`src/rtl/ibufds_gte_pkg.sv`:
```
// Shared types and constants for the GT refclk buffer cycle model.
package ibufds_gte_pkg;

    typedef enum logic [1:0] {
        OFF,
        STARTUP,
        RUN
    } refclk_state_t;

    localparam int unsigned CEB_SYNC_STAGES = 2;

    // Division ratio produced by a channel for a given select value.
    function automatic int unsigned div_ratio(input int unsigned sel);
        return 2 * (sel + 1);
    endfunction

endpackage

```
`src/rtl/refclk_div_ch.sv`:
```
// One programmable refclk divider channel: /2*(sel+1), 50% duty, with a
// one-cycle enable aligned to each rising edge of the divided clock.
module refclk_div_ch #(
    parameter int unsigned DIV_W = 4
) (
    input  logic             clk,
    input  logic             rst_n,
    input  logic             run,
    input  logic [DIV_W-1:0] sel_in,
    output logic             odiv,
    output logic             odiv_ce
);

    logic [DIV_W-1:0] cnt;
    logic [DIV_W-1:0] sel;
    logic [DIV_W-1:0] sel_pend;

    // DIV_SEL is sampled at the falling toggle but only takes effect at the
    // next rising toggle, so the low phase in flight keeps its old length.
    always_ff @(posedge clk or negedge rst_n) begin
        if (!rst_n) begin
            cnt      <= '0;
            sel      <= '0;
            sel_pend <= '0;
            odiv     <= 1'b0;
            odiv_ce  <= 1'b0;
        end else if (!run) begin
            cnt      <= '0;
            sel      <= sel_in;
            sel_pend <= sel_in;
            odiv     <= 1'b0;
            odiv_ce  <= 1'b0;
        end else begin
            odiv_ce <= 1'b0;
            if (cnt == sel) begin
                cnt  <= '0;
                odiv <= ~odiv;
                if (odiv) begin
                    sel_pend <= sel_in;
                end else begin
                    sel     <= sel_pend;
                    odiv_ce <= 1'b1;
                end
            end else begin
                cnt <= cnt + 1'b1;
            end
        end
    end

endmodule

```
`src/rtl/ibufds_gte_div.sv`:
```
// GT reference-clock input buffer model: CEB-driven power-up sequence,
// gated refclk output and NUM_CH independent programmable dividers.
module ibufds_gte_div
    import ibufds_gte_pkg::*;
#(
    parameter int unsigned NUM_CH            = 2,
    parameter int unsigned DIV_W             = 4,
    parameter int unsigned STARTUP_CYC       = 8,
    parameter logic        REFCLK_EN_TX_PATH = 1'b0
) (
    input  logic                    I,
    input  logic                    RSTB,
    input  logic                    CEB,
    input  logic [NUM_CH*DIV_W-1:0] DIV_SEL,
    output logic                    O,
    output logic [NUM_CH-1:0]       ODIV,
    output logic [NUM_CH-1:0]       ODIV_CE,
    output logic                    READY
);

    localparam int unsigned SCNT_W = (STARTUP_CYC > 2) ? $clog2(STARTUP_CYC) : 1;

    refclk_state_t                state;
    refclk_state_t                state_next;
    logic [SCNT_W-1:0]            scnt;
    logic [CEB_SYNC_STAGES-1:0]   ceb_sync;
    logic                         ceb_s;
    logic                         ready;
    logic                         ch_run;

    assign ceb_s = ceb_sync[CEB_SYNC_STAGES-1];

    always_ff @(posedge I or negedge RSTB) begin
        if (!RSTB) begin
            ceb_sync <= '1;
        end else begin
            ceb_sync <= {ceb_sync[CEB_SYNC_STAGES-2:0], CEB};
        end
    end

    always_ff @(posedge I or negedge RSTB) begin
        if (!RSTB) begin
            state <= OFF;
            scnt  <= '0;
        end else begin
            state <= state_next;
            scnt  <= (state == STARTUP) ? scnt + 1'b1 : '0;
        end
    end

    // The OFF->STARTUP edge is itself the first of the STARTUP_CYC edges,
    // hence the STARTUP_CYC-2 terminal count.
    always_comb begin
        state_next = state;
        case (state)
            OFF: begin
                if (!ceb_s) begin
                    state_next = (STARTUP_CYC <= 1) ? RUN : STARTUP;
                end
            end
            STARTUP: begin
                if (ceb_s) begin
                    state_next = OFF;
                end else if (scnt == SCNT_W'(STARTUP_CYC - 2)) begin
                    state_next = RUN;
                end
            end
            RUN: begin
                if (ceb_s) begin
                    state_next = OFF;
                end
            end
            default: state_next = OFF;
        endcase
    end

    // Channels stop on the same edge the FSM leaves RUN.
    always_comb begin
        ready  = (state == RUN);
        ch_run = ready & ~ceb_s & ~REFCLK_EN_TX_PATH;
    end

    assign READY = ready;
    assign O     = I & ready & ~REFCLK_EN_TX_PATH;

    for (genvar k = 0; k < NUM_CH; k++) begin : g_ch
        refclk_div_ch #(
            .DIV_W(DIV_W)
        ) u_ch (
            .clk     (I),
            .rst_n   (RSTB),
            .run     (ch_run),
            .sel_in  (DIV_SEL[k*DIV_W +: DIV_W]),
            .odiv    (ODIV[k]),
            .odiv_ce (ODIV_CE[k])
        );
    end

endmodule

```
`config.mk`:
```
export PLATFORM = sky130hd
export DESIGN_NAME = ibufds_gte_div
export DESIGN_NICKNAME = d
export VERILOG_FILES = /design/src/rtl/ibufds_gte_pkg.sv /design/src/rtl/refclk_div_ch.sv /design/src/rtl/ibufds_gte_div.sv
export SDC_FILE = /design/constraint.sdc
export NUM_CORES = 1
export LEC_CHECK = 0
export BUFFER_PORTS_ARGS = -buffer_cell sky130_fd_sc_hd__buf_4
export CORE_UTILIZATION = 51
export DETAILED_ROUTE_END_ITERATION = 7
export GPL_ROUTABILITY_DRIVEN = 0
export GPL_TIMING_DRIVEN = 0
export MAX_ROUTING_LAYER = met4
export PLACE_DENSITY = 0.76
export SLEW_MARGIN = 20
export SYNTH_ARGS = -nofsm -noshare
export SYNTH_HDL_FRONTEND = slang
export SYNTH_HIERARCHICAL = 1
export SYNTH_SLANG_ARGS = --single-unit
export TNS_END_PERCENT = 5
```
`constraint.sdc`:
```
create_clock -name I -period 1.4 [get_ports I]
set_input_delay 0.21 -clock I [delete_from_list [all_inputs] [get_ports I]]
set_output_delay 0.21 -clock I [all_outputs]
set_load 0.02 [all_outputs]
```
==> results of run 1 <==
==> area by class of cell <==
cell class / instances / share of cell area
sequential: 35 / 0.426
multi-input combinational: 85 / 0.362
timing repair buffer: 26 / 0.101
clock buffer: 10 / 0.0364
clock inverter: 2 / 0.0291
inverter: 12 / 0.0218
tap: 31 / 0.0188
buffer: 2 / 0.00485
==> through the flow <==
step / total power [W] / hold slack [ps]
after floorplan: 0.00115 / -85.6
after global placement: 0.00120 / 178
after detailed placement: 0.00121 / 180
after CTS: 0.00223 / 1.26
after global routing: 0.00230 / -0.612
final: 0.00222 / 19.5
==> synth_stat cells, drive strengths merged <==
master  instances  area (um2)
inv            12        45.0
o221ai          8        70.1
clkbuf          2        7.51
and2b           4        30.0
nand4b          1        8.76
a21boi          2        22.5
a21oi           1        5.00
xor2           10        87.6
and2            3        18.8
nor4            2        42.5
dfstp           2        52.6
dfrtp          33         826
nor2b           2        12.5
nor2           12        45.0
mux2            8        90.1
xnor2           3        26.3
ha              4        50.1
nand2           8        30.0
a311oi          1        8.76
nand2b          4        25.0
nand3          10        50.1
o21a            2        15.0
==> worst max-delay path, delay by kind of cell (launching register included) <==
| kind | cells | cell delay (ps) |
|---|---|---|
| compound gates | 1 | 180 |
| mux | 1 | 360 |
| simple gates | 1 | 70 |
| xor+xnor | 1 | 240 |
| flops | 1 | 430 |
| buf+inv | 1 | 160 |
==> flip-flops by register name, summed over array words and instances (netlist names) <==
register	count
ceb_sync	2
g_ch.u_ch/cnt	8
g_ch.u_ch/odiv	2
g_ch.u_ch/odiv_ce	2
scnt	3
g_ch.u_ch/sel_pend	8
g_ch.u_ch/sel	8
state	2
==> repair_timing <==
action | in CTS | in global routing
setup buffers | 8 | 1
hold endpoints to repair | 34 | 0
pin swaps | 9 | 2
gates resized for setup | 18 | 6
setup endpoints to repair | 31 | 31
hold buffers | 2 | 0
==> routing by layer <==
metal / wire, um / track usage
met1: 1270 / 0.231
met2: 1530 / 0.341
met3: 84 / 0.0612
met4: 43 / 0.0871
met5: 0 / -
==> worst max-delay path by stage <==
stage	startpoint	to	cells past startpoint
detailed placement	state[0]	g_ch[0].u_ch/sel_pend[1]	4
floorplan	g_ch[0].u_ch/sel[3]	g_ch[0].u_ch/sel_pend[0]	4
CTS	g_ch[0].u_ch/sel[3]	g_ch[0].u_ch/odiv	5
global route	g_ch[0].u_ch/sel[3]	g_ch[0].u_ch/sel[0]	5
global placement	state[0]	g_ch[1].u_ch/sel_pend[3]	4
finish	g_ch[1].u_ch/cnt[0]	g_ch[1].u_ch/sel_pend[1]	5
==> placed cells by master (no fill, tap or decap), types with 4 or more instances in the layout <==
cell and instances:
nor2_1 11, nand2_1 8, dfrtp_1 33, o221ai_1 7, clkbuf_4 8, nand3_1 10, ha_1 4, xor2_2 7
buf_4 22, mux2_2 8, inv_1 11
==> kinds of logic (layout without fill, tap and decap cells) <==
group | Yosys count | in the layout
AOI/OAI and AO/OA | 14 | 14
xor gates and xnor gates | 13 | 13
adders and majority gates | 4 | 4
buffers and inverters | 14 | 52
DFF | 35 | 35
muxes | 8 | 8
and+or+nand+nor | 46 | 46
==> power by group through the flow <==
stage                       clock [W]  sequential [W]  combinational (W)
after floorplan           0.000000572         0.00109          0.0000611
after global placement    0.000000683         0.00109           0.000110
after detailed placement  0.000000683         0.00109           0.000116
after CTS                     0.00102         0.00108           0.000135
after global routing          0.00107         0.00108           0.000153
final                         0.00100         0.00108           0.000138
==> results_dict.tcl, run 1 <==
set metrics [dict create \
    multi_input_comb_area_um2 747 \
    hold_start "DIV_SEL[3]" \
    r2r_end "g_ch[1].u_ch/sel_pend[1]" \
    drt-initial-drc-count 26 \
    max_cap_violations 0 \
    synth_xor_area_frac 0.0726 \
    reg2reg_from "g_ch[1].u_ch/cnt[0]" \
    cp.arrival_ps 1870 \
    ys_seq_area_frac 0.560 \
    drcViolationCount 1 \
    switching_share 0.201 \
    setup_violations 24 \
    n_fill_cell 182 \
    wl_um 2930 \
    skew_ps 15.4 \
    dp_hpwl_um 1900 \
    fin_nets 186 \
    finalSetupTns_ps -2650 \
    hold_viol 0 \
    io-pin-count 17 \
    synth_top_family_by_area "simple AND/OR/NAND/NOR gates" \
    gr-total-overflow 0 \
    synthesis.area_um2 1570 \
    hold_path_end "g_ch[0].u_ch/sel_pend[3]" \
    area_growth_pct 31.4 \
    grt_max_degree 36 \
    worstMarginPinSlew_ps 425 \
    path_cells "xor2_2 -> nor4_4 -> buf_4 -> a21boi_4 -> mux2_2" \
    placedInstanceArea_um2 1730 \
    critPathRequiredTime_ps 1720 \
    die_h_um 57.5 \
    setup_slack_ps -145 \
    syn_nets 149 \
    core_um2 2830 \
    max_freq_mhz 647 \
    p_per_area_nw_per_um2 1070 \
    leakage_nw 0.952 \
    cts_tree "built" \
    cp-start-kind "flip-flop" \
    seq_area_um2 878 \
    wl_per_cell_um 14.4 \
    power.switching_w 0.000445 \
    slew_viol_final 0 \
    insertion_delay_ps 440 \
    rows 19 \
    yosys_warnings 6 \
    ys_seq_elements 35 \
    place_inst 181 \
    reg2regPathDepth 5 \
    cp_max_fo 5 \
    power_frac_comb 0.062 \
    antenna_found_initial 0 \
    finalCriticalPeriod_ps 1550 \
    r2r_setup_slack_ps -150 \
    synth.distinct_cells 23 \
    slowest_delay_ps 430 \
    detail_route.first_pass.iterations 6 \
    routed_via_density 5.37 \
    rsz0062_at_grt "true" \
    crit_slowest_cell "dfrtp_1" \
    slew_headroom 0.717 \
    ant_nets 0 \
    die_w_um 57.5 \
    worstSetupPathType "reg -> reg" \
    critPathCaptureType "flip-flop" \
    synth_fa_ha_area_frac 0.0319 \
    synthCells 134 \
    peakVddDrop_mv 0.701 \
    hold_class "in -> reg" \
    finalNonFillerCells 203 \
    finalCritPeriodShare 1.10 \
    pre_cts_slack_ps -292 \
    start_util 0.555 \
    p_int_w 0.00177 \
    gr-usage-all-layers 0.206 \
    synth_compound_area_frac 0.0774 \
    muxShareOfSynthArea 0.0574 \
    grt_pass1_vias 1163 \
    power_frac_seq 0.486 \
    hold_path_depth 2 \
    port-buffer-count 16 \
    path_clk_slew_ps 100 \
    drive_gt1_frac 0.390 \
    antenna_cells 0 \
    synthSimpleGateAreaFrac 0.167 \
    detailroute.via_count 1091 \
    die_area_um2 3300 \
    grt_pass1_wl_um 4970 \
    violations "DRC, setup timing" \
    clkPwrFrac 0.452 \
    design_area_um2 2060 \
    fin_util 0.729 \
    avgSynthCellArea_um2 11.7 \
    status "finished with violations" \
]
(Power assumes the default switching activity.)
==> run 2, diff against run 1 <==
- CORE_UTILIZATION: 51 -> 50
- GPL_TIMING_DRIVEN: 0 -> default
- PLACE_DENSITY: 0.76 -> 0.74
==> run 2 against run 1 <==
The run still ends with DRC, setup timing left; via count up 4.8%; final area up 2.5%; fmax down 2.5%; clock power down 11%; sequential cell count unchanged; critical path depth unchanged; largest power group unchanged; first-iteration DRC count up 38%; register-to-register slack worse by 20 ps; die area up 1.9%; combinational power up 12%; count of clock-buffer cells in the layout unchanged; sequential power about the same.
==> results_dict.tcl, run 2 (synthesis gave the netlist of run 1 again) <==
set metrics [dict create \
    status "finished with violations" \
    violations "DRC, setup timing" \
    critPathRequiredTime_ps 1190 \
    switching_share 0.222 \
    slew_headroom 0.710 \
    crit_family "flip-flops" \
    dp_hpwl_um 2020 \
    power_frac_comb 0.073 \
    setup_slack_ps -184 \
    routed_via_density 5.27 \
    rows 19 \
    hold_class "in -> async" \
    leakage_nw 1.01 \
    p_int_w 0.00165 \
    core_um2 2850 \
    cp_max_fo 2 \
    n_fill_cell 189 \
    pre_cts_slack_ps -163 \
    slew_viol_final 0 \
    slowest_delay_ps 400 \
    placedInstanceArea_um2 1830 \
    path_clk_slew_ps 110 \
    detail_route.first_pass.iterations 6 \
    drt-initial-drc-count 36 \
    antenna_cells 0 \
    max_freq_mhz 631 \
    die_h_um 58.0 \
    antenna_found_initial 0 \
    final_common_cell "dfrtp_1" \
    insertion_delay_ps 450 \
    cp-start-kind "flip-flop" \
    cts_tree "built" \
    worstSetupPathType "reg -> out" \
    start_util 0.550 \
    cp.arrival_ps 1370 \
    finalCriticalPeriod_ps 1580 \
    mostFrequentLayoutCells "dfrtp_1, buf_4, inv_1, nor2_1" \
    drcViolationCount 1 \
    p_per_area_nw_per_um2 1000 \
    worstMarginPinSlew_ps 436 \
    grt_pass1_wl_um 5340 \
    io-pin-count 17 \
    crit_path_frequent_cell "buf_6" \
    die_area_um2 3370 \
    hold_ws_ps 231 \
    die_w_um 58.0 \
    skew_ps 9.93 \
    wl_um 3110 \
    finalCritPeriodShare 1.13 \
    hold_viol 0 \
    power.switching_w 0.000470 \
    setup_violations 23 \
    area_growth_pct 34.8 \
    design_area_um2 2110 \
    gr-usage-all-layers 0.233 \
    path_cells "nand2b_4 -> buf_6 -> inv_2 -> and2_4 -> buf_6" \
    grt_pass1_vias 1172 \
    crit_slowest_cell "dfrtp_1" \
    cp_num_buf_inv 3 \
    clkPwrFrac 0.421 \
    place_inst 193 \
    gr-total-overflow 0 \
    port-buffer-count 16 \
    wl_per_cell_um 14.4 \
    ant_nets 0 \
    top_regs "g_ch.u_ch/cnt (8), g_ch.u_ch/sel (8), g_ch.u_ch/sel_pend (8)" \
    fin_nets 200 \
    drive_gt1_frac 0.376 \
    max_cap_violations 0 \
    power_frac_seq 0.506 \
    finalNonFillerCells 217 \
    detailroute.via_count 1143 \
    peakVddDrop_mv 0.785 \
    rsz0062_at_grt "true" \
    power_w 0.00212 \
    critPathCaptureType "output pin" \
    grt_max_degree 36 \
]
[run 2: cell types whose count changed in the layout (fill, tap and decap cells not counted), moves of 2 or more]
cell | before | now
a21boi_2 | 0 | 2
a21boi_4 | 2 | 0
buf_4 | 22 | 31
clkbuf_2 | 2 | 0
dlygate4sd3_1 | 2 | 10
nor2b_1 | 2 | 0
nor2b_2 | 0 | 2
xor2_1 | 3 | 7
xor2_2 | 7 | 3
[run 2: final cells by class]
class	instances	area [um2]	share of cell area
inverters	12	45.0	0.0213
clock inverters	2	35.0	0.0166
flip-flops and latches	35	878	0.415
clock buffers	10	85.1	0.0402
well taps	31	38.8	0.0183
multi-input cells	85	688	0.325
repair buffers	42	344	0.163
[run 2: path summary, 6_finish.rpt]
kind / cells past startpoint / start / to / slack (ps)
min in group I: 0 / ceb_sync[0] / ceb_sync[1] / 370
setup / recovery: 5 / state[0] / O / -180
hold / removal: 2 / RSTB / g_ch[0].u_ch/odiv_ce / 230
hold reg to reg: 0 / ceb_sync[0] / ceb_sync[1] / 370
max in group asynchronous: 2 / RSTB / ceb_sync[1] / 820
setup reg to reg: 5 / g_ch[1].u_ch/sel[1] / g_ch[1].u_ch/sel_pend[1] / -170
[run 2: what timing repair did]
action | CTS | global route
resized for setup | 8 | 5
buffers inserted | 1 | 2
endpoints found under the setup margin | 27 | 31
hold buffers | 10 | 0
pin swaps | 2 | 2
endpoints found under the hold margin | 42 | 0
[run 2: power groups by stage]
stage | clock (W) | sequential (W) | combinational [W]
floorplan | 0.000000572 | 0.00109 | 0.0000611
global placement | 0.000000683 | 0.00109 | 0.000118
detailed placement | 0.000000683 | 0.00109 | 0.000123
CTS | 0.000919 | 0.00107 | 0.000149
global route | 0.000973 | 0.00108 | 0.000171
finish | 0.000893 | 0.00107 | 0.000155
[run 2: through the flow]
stage	setup TNS, ps	utilization
finish	-2400	0.741
global route	-4670	0.741
CTS	-2270	0.725
detailed placement	-2500	0.640
global placement	-1930	0.640
floorplan	-1560	-
[run 2: worst register-to-register path, cell delays in order (launching register included)]
cell      delay (ps)
dfrtp_1          430
xor2_2           230
nor4_4            60
buf_4            160
a21boi_2         220
mux2_2           360
[run 2: layer usage]
metal / wire length, um / global-route usage
met1: 1340 / 0.266
met4: 69 / 0.116
met2: 1580 / 0.353
met5: 0 / -
met3: 125 / 0.0982
==> run 3, diff against run 2 <==
- CORE_MARGIN: default -> 2
==> run 3 against run 2 <==
The flow finishes with violations (setup timing); clock power shrank 8.6%; first-iteration DRC count rose by 100%; via count is 0.17% lower; combinational power shrank 3%; die area up 7.0%; non-clock buffer count increased by 2; sequential cell count stayed put; final area fell by 0.47%; clock skew is essentially flat; sequential share of layout area rose by 0.20 points; count of clock-buffer cells in the layout is 1 higher.
==> results_dict.tcl, run 3 (synthesis gave the netlist of run 1 again) <==
set metrics [dict create \
    insertion_delay_ps 440 \
    dp_hpwl_um 2140 \
    wl_um 2980 \
    cp.arrival_ps 1380 \
    gr-usage-all-layers 0.207 \
    rows 20 \
    die_w_um 60.0 \
    seq_area_um2 878 \
    violations "setup timing" \
    finalCritPeriodShare 1.13 \
    setup_violations 25 \
    finalNonFillerCells 232 \
    pre_cts_slack_ps -164 \
    top_regs "g_ch.u_ch/cnt (8), g_ch.u_ch/sel (8), g_ch.u_ch/sel_pend (8)" \
    placedInstanceArea_um2 1890 \
    power_frac_seq 0.526 \
    max_freq_mhz 630 \
    die_area_um2 3600 \
    wl_per_cell_um 12.8 \
    drcViolationCount 0 \
    multi_input_comb_area_um2 661 \
    gr-usage-met3 0.0801 \
    status "finished with violations" \
    critPathRequiredTime_ps 1190 \
    slew_viol_final 0 \
    rsz0062_at_grt "true" \
    hold_viol 0 \
    core_um2 3030 \
    leakage_nw 1.01 \
    detailroute.via_count 1141 \
    use_met2 0.332 \
    path_clk_slew_ps 100 \
    cts_tree "built" \
    start_util 0.518 \
    detail_route.first_pass.iterations 4 \
    cp_max_fo 2 \
    power_frac_comb 0.074 \
    slew_headroom 0.711 \
    port-buffer-count 16 \
    gr-max-usage-layer "met2" \
    critPathCaptureType "output pin" \
    grt_pass1_wl_um 5030 \
    worstSetupPathType "reg -> out" \
    p_int_w 0.00160 \
    gr-total-overflow 0 \
    power.switching_w 0.000434 \
    worstMarginPinSlew_ps 434 \
    n_fill_cell 217 \
    skew_ps 9.82 \
    clkPwrFrac 0.400 \
    grt_max_degree 36 \
    cp-start-kind "flip-flop" \
    hold_class "in -> reg" \
    finalCriticalPeriod_ps 1590 \
    met1_usage 0.208 \
    antenna_cells 0 \
    switching_share 0.213 \
    fin_nets 202 \
    mostFrequentLayoutCells "buf_4, dfrtp_1, inv_1, nor2_1" \
    p_per_area_nw_per_um2 968 \
    post-cts-setup-buffer-count 0 \
    peakVddDrop_mv 0.564 \
    setup_slack_ps -188 \
    io-pin-count 17 \
    die_h_um 60.0 \
    grt_pass1_vias 1194 \
    routed_via_density 4.92 \
    fin_util 0.695 \
    power_w 0.00204 \
    antenna_found_initial 0 \
    max_cap_violations 0 \
    place_inst 212 \
    final_common_cell "buf_4" \
    ant_nets 0 \
    drt-initial-drc-count 72 \
    area_growth_pct 34.1 \
    drive_gt1_frac 0.351 \
    design_area_um2 2100 \
]
==> run 3: path summary, 6_finish.rpt <==
kind / startpoint / endpoint / slack, ps / depth (start not counted)
worst max-delay path: state[0] / O / -190 / 5
worst min-delay path: DIV_SEL[6] / g_ch[1].u_ch/sel_pend[2] / 20 / 2
worst max register to register: g_ch[0].u_ch/sel[3] / g_ch[0].u_ch/sel_pend[3] / -150 / 4
worst min register to register: ceb_sync[0] / ceb_sync[1] / 360 / 0
max in group asynchronous: RSTB / ceb_sync[1] / 830 / 2
min in group asynchronous: RSTB / state[0] / 240 / 2
==> run 3: layout make-up <==
class	instances	area share
clock buffers	11	0.0375
clock inverters	1	0.0143
inverters	12	0.0214
multi-input cells	85	0.314
flip-flops and latches	35	0.417
well taps	44	0.0262
repair buffers	44	0.169
==> run 3: routing by layer <==
layer	wire length, um	vias to the layer above
met2	1580	20
met1	1200	557
met4	74	0
met5	0	-
li1	-	556
met3	120	8
==> run 3: what timing repair did <==
action | CTS | global route
hold buffers | 8 | 1
pin swaps | 4 | 1
endpoints found under the setup margin | 29 | 31
gates resized for setup | 7 | 1
endpoints found under the hold margin | 40 | 1
==> run 3: power groups by stage <==
| stage | logic (W) | registers, W | clock network [W] |
|---|---|---|---|
| finish | 0.000150 | 0.00107 | 0.000816 |
| global route | 0.000167 | 0.00108 | 0.000901 |
| floorplan | 0.0000611 | 0.00109 | 0.000000572 |
| CTS | 0.000150 | 0.00107 | 0.000853 |
| detailed placement | 0.000130 | 0.00109 | 0.000000683 |
| global placement | 0.000124 | 0.00109 | 0.000000683 |
==> run 3: worst max-delay path: stages, from the launching register on <==
cell and delay [ps]:
dfrtp_1 390, nand2b_4 150, buf_6 110, inv_2 40
and2_4 130, buf_6 110
==> run 3: stage by stage <==
step | hold slack, ps | setup TNS (ps)
detailed placement | 186 | -2790
finish | 21.9 | -2430
global placement | 178 | -1870
global route | 1.57 | -5400
floorplan | -85.6 | -1560
CTS | 2.45 | -2720
